--- src/rtl/multicycle_ctrl_pkg.sv ---
// Shared definitions for the multicycle control path: FSM state encodings,
// instr[6:4] instruction class codes, ALU operation codes and the control
// strobe bundle. Also used by the immediate generator and ALU control.
package multicycle_ctrl_pkg;

  localparam int unsigned INSTR_W   = 32;
  localparam int unsigned STATE_W   = 3;
  localparam int unsigned ALUOP_W   = 2;
  localparam int unsigned OPCLASS_W = 3;
  localparam int unsigned INSTRET_W = 64;

  // Bit positions inside the instruction word
  localparam int unsigned OPC_LO  = 4;
  localparam int unsigned OPC_HI  = 6;
  localparam int unsigned BNE_BIT = 12;

  typedef enum logic [STATE_W-1:0] {
    ST_FETCH  = 3'd0,
    ST_DECODE = 3'd1,
    ST_EXEC   = 3'd2,
    ST_MEM    = 3'd3,
    ST_WB     = 3'd4,
    ST_TRAP   = 3'd5
  } state_t;

  typedef enum logic [OPCLASS_W-1:0] {
    CLS_LOAD   = 3'b000,
    CLS_IALU   = 3'b001,
    CLS_STORE  = 3'b010,
    CLS_RALU   = 3'b011,
    CLS_BRANCH = 3'b110
  } opclass_t;

  localparam logic [ALUOP_W-1:0] ALUOP_ADD   = 2'b00;
  localparam logic [ALUOP_W-1:0] ALUOP_SUB   = 2'b01;
  localparam logic [ALUOP_W-1:0] ALUOP_FUNCT = 2'b10;

  // Datapath control strobes driven by the FSM each cycle
  typedef struct packed {
    logic               imem_req;
    logic               ir_we;
    logic               pc_we;
    logic               pc_sel;
    logic               reg_we;
    logic               mem_rd;
    logic               mem_wr;
    logic               alu_src;
    logic               mem_to_reg;
    logic [ALUOP_W-1:0] alu_op;
    logic               retire;
  } ctrl_t;

  // Classes whose second ALU operand is the immediate
  function automatic logic uses_imm(input opclass_t cls);
    return (cls == CLS_IALU) || (cls == CLS_LOAD) || (cls == CLS_STORE);
  endfunction

  // ALU operation selected during EXEC
  function automatic logic [ALUOP_W-1:0] exec_alu_op(input opclass_t cls);
    logic [ALUOP_W-1:0] op;
    op = ALUOP_ADD;
    case (cls)
      CLS_RALU, CLS_IALU: op = ALUOP_FUNCT;
      CLS_BRANCH:         op = ALUOP_SUB;
      default:            op = ALUOP_ADD;
    endcase
    return op;
  endfunction

endpackage

--- src/rtl/opclass_dec.sv ---
// Combinational instruction class decoder.
// Ports: op  - instr[6:4] field
//        cls - decoded class (R-ALU when op is not a supported class)
//        valid - op is a supported class
module opclass_dec
  import multicycle_ctrl_pkg::*;
(
  input  logic [OPCLASS_W-1:0] op,
  output opclass_t             cls,
  output logic                 valid
);

  // Map the supported codes; anything else is flagged invalid
  always_comb begin
    cls   = CLS_RALU;
    valid = 1'b1;
    case (op)
      3'b011:  cls = CLS_RALU;
      3'b001:  cls = CLS_IALU;
      3'b000:  cls = CLS_LOAD;
      3'b010:  cls = CLS_STORE;
      3'b110:  cls = CLS_BRANCH;
      default: valid = 1'b0;
    endcase
  end

endmodule

--- src/rtl/multicycle_ctrl.sv ---
// Multicycle processor control FSM: FETCH -> DECODE -> EXEC -> [MEM] -> [WB],
// with an absorbing TRAP state for unsupported instruction classes.
// Ports: clk, rst (async active-high); instr (from external IR), imem_ack,
//        dmem_ack, zero in; datapath strobes imem_req, ir_we, pc_we, pc_sel,
//        reg_we, mem_rd, mem_wr, alu_src, mem_to_reg, alu_op out; state,
//        illegal (sticky), retire (one pulse per completed instruction).
// Build option: INSTRET_CNT_EN adds a 64-bit retired-instruction counter
//        output, instret.
module multicycle_ctrl
  import multicycle_ctrl_pkg::*;
(
  input  logic                 clk,
  input  logic                 rst,
  input  logic [INSTR_W-1:0]   instr,
  input  logic                 imem_ack,
  input  logic                 dmem_ack,
  input  logic                 zero,
  output logic                 imem_req,
  output logic                 ir_we,
  output logic                 pc_we,
  output logic                 pc_sel,
  output logic                 reg_we,
  output logic                 mem_rd,
  output logic                 mem_wr,
  output logic                 alu_src,
  output logic                 mem_to_reg,
  output logic [ALUOP_W-1:0]   alu_op,
  output logic [STATE_W-1:0]   state,
  output logic                 illegal,
`ifdef INSTRET_CNT_EN
  output logic [INSTRET_W-1:0] instret,
`endif
  output logic                 retire
);

  state_t   state_q, state_d;
  opclass_t cls_q;
  opclass_t dec_cls;
  logic     dec_valid;
  logic     illegal_q;
  logic     taken;
  ctrl_t    ctrl_c;
  ctrl_t    ctrl;

  // Only opcode class and the beq/bne select bit are used here
  logic unused_instr;
  assign unused_instr = ^{instr[INSTR_W-1:BNE_BIT+1], instr[BNE_BIT-1:OPC_HI+1],
                          instr[OPC_LO-1:0]};

  opclass_dec u_opclass_dec (
    .op    (instr[OPC_HI:OPC_LO]),
    .cls   (dec_cls),
    .valid (dec_valid)
  );

  // beq when instr[12]=0, bne when instr[12]=1
  assign taken = zero ^ instr[BNE_BIT];

  // State, registered class and sticky illegal flag
  always_ff @(posedge clk or posedge rst) begin
    if (rst) begin
      state_q   <= ST_FETCH;
      cls_q     <= CLS_RALU;
      illegal_q <= 1'b0;
    end else begin
      state_q <= state_d;
      if (state_q == ST_DECODE && dec_valid) begin
        cls_q <= dec_cls;
      end
      if (state_d == ST_TRAP) begin
        illegal_q <= 1'b1;
      end
    end
  end

  // Next state and strobes; ir_we, MEM-exit pc_we/retire are Mealy on acks
  always_comb begin
    state_d = state_q;
    ctrl_c  = '0;
    case (state_q)
      ST_FETCH: begin
        ctrl_c.imem_req = 1'b1;
        if (imem_ack) begin
          ctrl_c.ir_we = 1'b1;
          state_d      = ST_DECODE;
        end
      end
      ST_DECODE: begin
        state_d = dec_valid ? ST_EXEC : ST_TRAP;
      end
      ST_EXEC: begin
        ctrl_c.alu_src = uses_imm(cls_q);
        ctrl_c.alu_op  = exec_alu_op(cls_q);
        case (cls_q)
          CLS_RALU, CLS_IALU:  state_d = ST_WB;
          CLS_LOAD, CLS_STORE: state_d = ST_MEM;
          CLS_BRANCH: begin
            ctrl_c.pc_we  = 1'b1;
            ctrl_c.pc_sel = taken;
            ctrl_c.retire = 1'b1;
            state_d       = ST_FETCH;
          end
          default: state_d = ST_TRAP;
        endcase
      end
      ST_MEM: begin
        if (cls_q == CLS_LOAD) begin
          ctrl_c.mem_rd = 1'b1;
          if (dmem_ack) begin
            state_d = ST_WB;
          end
        end else begin
          ctrl_c.mem_wr = 1'b1;
          if (dmem_ack) begin
            ctrl_c.pc_we  = 1'b1;
            ctrl_c.retire = 1'b1;
            state_d       = ST_FETCH;
          end
        end
      end
      ST_WB: begin
        ctrl_c.reg_we     = 1'b1;
        ctrl_c.pc_we      = 1'b1;
        ctrl_c.retire     = 1'b1;
        ctrl_c.mem_to_reg = (cls_q == CLS_LOAD);
        state_d           = ST_FETCH;
      end
      ST_TRAP: begin
        state_d = ST_TRAP;
      end
      default: begin
        state_d = ST_FETCH;
      end
    endcase
  end

  // Reset kills every strobe immediately, including any outstanding request
  assign ctrl = rst ? '0 : ctrl_c;

  assign imem_req   = ctrl.imem_req;
  assign ir_we      = ctrl.ir_we;
  assign pc_we      = ctrl.pc_we;
  assign pc_sel     = ctrl.pc_sel;
  assign reg_we     = ctrl.reg_we;
  assign mem_rd     = ctrl.mem_rd;
  assign mem_wr     = ctrl.mem_wr;
  assign alu_src    = ctrl.alu_src;
  assign mem_to_reg = ctrl.mem_to_reg;
  assign alu_op     = ctrl.alu_op;
  assign retire     = ctrl.retire;
  assign state      = STATE_W'(state_q);
  assign illegal    = illegal_q;

`ifdef INSTRET_CNT_EN
  logic [INSTRET_W-1:0] instret_q;

  // Retired-instruction counter; wraps naturally at 2^64
  always_ff @(posedge clk or posedge rst) begin
    if (rst) begin
      instret_q <= '0;
    end else if (ctrl.retire) begin
      instret_q <= instret_q + INSTRET_W'(1);
    end
  end

  assign instret = instret_q;
`endif

endmodule
--- config.mk ---
export PLATFORM = sky130hd
export DESIGN_NAME = multicycle_ctrl
export DESIGN_NICKNAME = d
export VERILOG_FILES = /design/src/rtl/multicycle_ctrl_pkg.sv /design/src/rtl/opclass_dec.sv /design/src/rtl/multicycle_ctrl.sv
export SDC_FILE = /design/constraint.sdc
export NUM_CORES = 1
export LEC_CHECK = 0
export CORE_MARGIN = 2
export CORE_UTILIZATION = 41
export CTS_BUF_LIST = sky130_fd_sc_hd__clkbuf_4 sky130_fd_sc_hd__clkbuf_8
export DETAILED_ROUTE_END_ITERATION = 12
export DONT_BUFFER_PORTS = 1
export MAX_ROUTING_LAYER = met4
export PLACE_DENSITY_LB_ADDON = 0.25
export REMOVE_ABC_BUFFERS = 1
export SLEW_MARGIN = 5
export SYNTH_ARGS = -nofsm -noshare
export SYNTH_HDL_FRONTEND = slang
export SYNTH_SLANG_ARGS = --single-unit
--- constraint.sdc ---
create_clock -name clk -period 3.6 [get_ports clk]
set_input_delay 1.08 -clock clk [delete_from_list [all_inputs] [get_ports clk]]
set_output_delay 1.08 -clock clk [all_outputs]
set_load 0.005 [all_outputs]
==> impl_metrics.ini, run 1 <==
[finish]
antenna-diode-count = 0
final_cell_mix = 6 x a21oi_1, 5 x nand2_1, 5 x dfrtp_1
area_growth_pct = 1.931
post-route-cell-area_sq_um = 594.3
drive_gt1_frac = 0.1940
final_common_cell = a21oi_1
layout.nets = 105
layoutNonFillerInstCount = 82

[clock_tree]
cts_max_level = 1
clk_transition_reported_paths_ns = 0.05
cts_setup_buffers = 0
hold_buffers = 0
clock_tree.root_cell = clkbuf_4
cts.sinks = 7
cts-buffers-inserted = 3
post_cts_resized = 0
clk_latency_ns = 0.25
clockBufferDepth = 2
cts_tree = built

[sta]
slew_violations = 0
timing.fmax_mhz = 365.1
fin_worst_skew_ns = 0.005760
slew-limit-headroom = 0.6325
tns_ns = 0
setup_violations = 0
tightestPinTransition_ns = 0.5374
period_needed_ns = 2.739
rsz0062_at_grt = no
finalCritPeriodShare = 0.7608
timing.hold.ws_ns = 0.4885
finalHoldViolCount = 0

[power_and_ir_drop]
power_density_nw_per_um2 = 844.6
ir_drop_mv = 0.3745
power_mw = 0.5020
p_leak_nw = 0.2178

[hold_path]
hold_path.class = reg2reg

[global_routing]
first_global_vias = 442
grt_pass1_wl_mm = 1.980
grt_max_degree = 18
grt.busiest_layer = met2
grt_use_total = 0.1569
overflow = 0
grt_util_met2 = 0.2063
use_met3 = 0.07391
grtUsageMet1 = 0.1995
antenna_found_initial = 0

[worst_setup_path]
cp_max_fo = 10
slowest_stage = nor4b_1
timing.setup.critical_path_class = in2out
critPathLaunchType = input pin
crit_family = simple AND/OR/NAND/NOR gates
crit_buf_inv = 0
endpoint_kind = output pin
crit_path_cell_trace = nor4b_1 -> and2_1
arrival_ns = 1.66
slowest_delay_ns = 0.37
required_ns = 2.52

[placement]
placed_area_sq_um = 564.3
gp_congestion = 0.7410
hpwlAfterDp_um = 896.9
port_buffers = 0
dp.cells = 78

[drt]
drtIter0Drc = 4
wirelength_mm = 1.153
vias = 498
drcViolationCount = 0
first_pass_iters = 4
vias_per_cell = 6.073
drtAntennaViolNets = 0
wl_per_cell_um = 14.06

[floorplanning]
io_pins = 53
die_w_um = 41.71
dieHeight_um = 41.71
core_sq_um = 1318
core.rowCount = 13
design.die.area_sq_um = 1740
start_util = 0.4425

[yosys]
ys_seq_elements = 7
netlist_instances = 68
syn-cell-area_sq_um = 583.1
ys_warn_count = 0
ys_seq_area_frac = 0.3047
yosysUniqueCellTypes = 33
syn_avg_cell_area_sq_um = 8.574

[run]
drv_cap = 0

[status]
status = complete, no violations
cells in the mapped netlist:
| master | count | area share |
|---|---|---|
| and2_1 | 2 | 0.021 |
| nor4_1 | 3 | 0.032 |
| or3b_1 | 1 | 0.015 |
| nand2b_1 | 2 | 0.021 |
| inv_1 | 2 | 0.013 |
| o2111ai_1 | 1 | 0.015 |
| nor3b_1 | 3 | 0.039 |
| nor2b_1 | 3 | 0.032 |
| dfrtp_1 | 5 | 0.21 |
| o22ai_1 | 2 | 0.021 |
| xnor2_1 | 1 | 0.015 |
| nor3_1 | 2 | 0.017 |
| nand2_1 | 5 | 0.032 |
| nand3_1 | 2 | 0.017 |
| o311ai_1 | 1 | 0.015 |
| nor3_2 | 1 | 0.017 |
| a2111oi_0 | 1 | 0.015 |
| o2111ai_2 | 1 | 0.026 |
| nand3b_1 | 1 | 0.013 |
| or2b_1 | 2 | 0.026 |
| nor4b_1 | 1 | 0.015 |
| or3b_4 | 1 | 0.019 |
| buf_4 | 3 | 0.039 |
| a21oi_1 | 6 | 0.052 |
| o31ai_1 | 1 | 0.013 |
| clkbuf_1 | 1 | 0.0064 |
| a21o_1 | 2 | 0.026 |
| nor2_4 | 3 | 0.058 |
| buf_6 | 1 | 0.019 |
| nand2_2 | 1 | 0.011 |
| o21ai_0 | 1 | 0.0086 |
| dfstp_2 | 2 | 0.090 |
| nor2_1 | 4 | 0.026 |
area by class of cell:
class / instances / area [sq um]
clock buffer: 4 / 30.03
fill: 137 / 723.2
inverter: 2 / 7.507
multi-input combinational: 54 / 360.3
sequential: 7 / 177.7
tap: 15 / 18.77
flip-flops by register name, summed over array words and instances (netlist names):
name,flops
illegal,1
state,3
cls_q,3
layer usage:
metal,up-vias,part of all wire,wire (um)
met4,0,0,0
met2,19,0.47,546
li1,246,-,-
met3,0,0.069,80
met1,233,0.46,526
met5,-,0,0
report_power, final:
part / internal, mW / switching (mW)
Sequential: 0.125 / 0.0954
Clock: 0.0497 / 0.0264
Combinational: 0.102 / 0.103
through the flow:
stage	worst slack, ns	util
2_1_floorplan	0.9055	-
3_3_place_gp	0.8399	0.4283
3_5_place_dp	0.8647	0.4283
4_1_cts	0.8582	0.4511
5_1_grt	0.7651	0.4511
6_report	0.8613	0.4511
final timing paths:
check                      cells past startpoint           startpoint  slack [ns]                    to
hold / removal                                 1  illegal$_DFFE_PP0N_        0.49   illegal$_DFFE_PP0N_
setup reg to reg                               4   state[0]$_DFF_PP0_        2.11  cls_q[2]$_DFFE_PP0P_
min in group asynchronous                      1                  rst        0.64    state[1]$_DFF_PP0_
hold reg to reg                                1  illegal$_DFFE_PP0N_        0.49   illegal$_DFFE_PP0N_
max in group asynchronous                      1                  rst        2.69  cls_q[0]$_DFFE_PP1P_
setup / recovery                               2                  rst        0.86            mem_to_reg
logic make-up after synthesis:
group,Yosys count,synth area share
buffers and inverters,7,0.07725
xor gates and xnor gates,1,0.01502
DFF,7,0.3047
and+or+nand+nor,37,0.4120
AOI/OAI and AO/OA,16,0.1910
Note: power is estimated with default switching activity, not from simulation.
==> run 2, diff against run 1 <==
==> constraint.sdc (replaced) <==
create_clock -name clk -period 2.3 [get_ports clk]
set_input_delay 0.69 -clock clk [delete_from_list [all_inputs] [get_ports clk]]
set_output_delay 0.69 -clock clk [all_outputs]
set_load 0.005 [all_outputs]
==> run 2 against run 1 <==
  * Via count down 1.2%
  * Wire length up 1.1%
  * Sequential cell count unchanged
  * Hold slack worse by 0.24 ns
  * Clock skew about the same
  * Sequential share of layout area up 0.23 points
  * Die area unchanged
  * Non-clock buffer count unchanged
  * Register-to-register slack worse by 1.2 ns
  * Combinational power up 57%
  * Total power up 58%
  * Count of clock-buffer cells in the layout unchanged
  * Critical path type is now reg2out
==> impl_metrics.ini, run 2 (synthesis results as in run 1) <==
[status]
status = complete, no violations

[drt]
wirelength_mm = 1.166
drtAntennaViolNets = 0
wl_per_cell_um = 14.22
drcViolationCount = 0
vias = 492
vias_per_cell = 6.000
first_pass_iters = 4
drtIter0Drc = 5

[power_and_ir_drop]
p_sw_mw = 0.3563
seq_power_share = 0.444
switching_share = 0.4487
p_int_mw = 0.4378
ir_drop_mv = 0.5900
power_mw = 0.7941
power_frac_comb = 0.406
p_clk_frac = 0.150
p_leak_nw = 0.2152
power_density_nw_per_um2 = 1328

[clock_tree]
cts-buffers-inserted = 3
cts_max_level = 1
clk_transition_reported_paths_ns = 0.05
cts.sinks = 7
clk_latency_ns = 0.25
cts_setup_buffers = 0
clockBufferDepth = 2
clock_tree.root_cell = clkbuf_4
cts_tree = built

[floorplanning]
io_pins = 53
die_w_um = 41.71
core_sq_um = 1318
start_util = 0.4425
core.rowCount = 13
dieHeight_um = 41.71
design.die.area_sq_um = 1740

[worst_setup_path]
critPathLaunchType = flop
timing.setup.critical_path_class = reg2out
arrival_ns = 1.48
endpoint_kind = output pin
cp_max_fo = 12
crit_path_cell_trace = nor4b_1 -> and2_1
required_ns = 1.61
crit_buf_inv = 0
slowest_delay_ns = 0.60
slowest_stage = dfrtp_1
crit_family = simple AND/OR/NAND/NOR gates

[finish]
layout.nets = 105
drive_gt1_frac = 0.2239
final_common_cell = a21oi_1
fillers = 138
antenna-diode-count = 0
final_cell_mix = 6 x a21oi_1, 5 x nand2_1, 4 x nor2_1, 4 x clkbuf_4
area_growth_pct = 2.575
final_util = 0.4539

[sta]
rsz0062_at_grt = no
setup_violations = 0
slew-limit-headroom = 0.7054
finalHoldViolCount = 0
slew_violations = 0
fin_worst_skew_ns = 0.005755
period_needed_ns = 2.174
tightestPinTransition_ns = 0.4357
tns_ns = 0
finalCritPeriodShare = 0.9453
timing.fmax_mhz = 459.9

[run]
drv_cap = 0

[global_routing]
grt_use_total = 0.1569
antenna_found_initial = 0
grt_pass1_wl_mm = 1.980
overflow = 0
grt_max_degree = 18
first_global_vias = 442

[placement]
gp_congestion = 0.7410
port_buffers = 0
hpwlAfterDp_um = 896.9

[hold_path]
hold_path.class = in2async
[run 2: cell counts in the layout (fill, tap and decap cells not counted)]
Identical to the previous run, type by type.
[run 2: layout make-up]
cell class              instances  area (sq um)  area share
flip-flops and latches          7         180.2      0.3013
well taps                      15         18.77     0.03138
multi-input cells              54         361.6      0.6046
inverters                       2         7.507     0.01255
clock buffers                   4         30.03     0.05021
[run 2: repair_timing]
item                                    in CTS  in global routing
resized for setup                            1                  2
hold buffers                                 0                  0
endpoints found under the setup margin       1                  4
hold endpoints to repair                     0                  0
[run 2: metrics by stage]
| stage | area (sq um) | setup WS [ns] | hold slack [ns] | cells |
|---|---|---|---|---|
| after global routing | 598.1 | 0.004848 | 0.2586 | 82 |
| after floorplan | 545.5 | 0.3855 | 0.4510 | 63 |
| final | 598.1 | 0.1257 | 0.2490 | 82 |
| after CTS | 595.6 | 0.06832 | 0.2485 | 82 |
| after global placement | 564.3 | 0.2872 | 0.4730 | 78 |
| after detailed placement | 564.3 | 0.2696 | 0.4822 | 78 |
[run 2: worst paths after layout]
path | from | to | slack, ns | cells past startpoint
worst max-delay path | state[2]$_DFF_PP0_ | mem_to_reg | 0.13 | 2
worst min-delay path | rst | state[2]$_DFF_PP0_ | 0.25 | 1
worst max register to register | state[2]$_DFF_PP0_ | illegal$_DFFE_PP0N_ | 0.89 | 4
worst min register to register | illegal$_DFFE_PP0N_ | illegal$_DFFE_PP0N_ | 0.49 | 1
max in group asynchronous | rst | cls_q[0]$_DFFE_PP1P_ | 1.78 | 1
min in group clk | illegal$_DFFE_PP0N_ | illegal$_DFFE_PP0N_ | 0.49 | 1
[run 2: layer usage]
metal	routed length, um	track usage	part of all wire	up-vias
li1	-	-	-	246
met1	544	0.1995	0.47	227
met2	535	0.2063	0.46	19
met4	0	0.07742	0	0
met5	0	-	0	-
met3	87	0.07391	0.075	0
[run 2: power groups by stage]
stage	clock network, mW	registers [mW]	logic (mW)
after floorplan	0	0.306	0.283
after global placement	0	0.347	0.318
after detailed placement	0	0.348	0.325
after CTS	0.124	0.347	0.327
after global routing	0.133	0.372	0.362
final	0.119	0.353	0.322
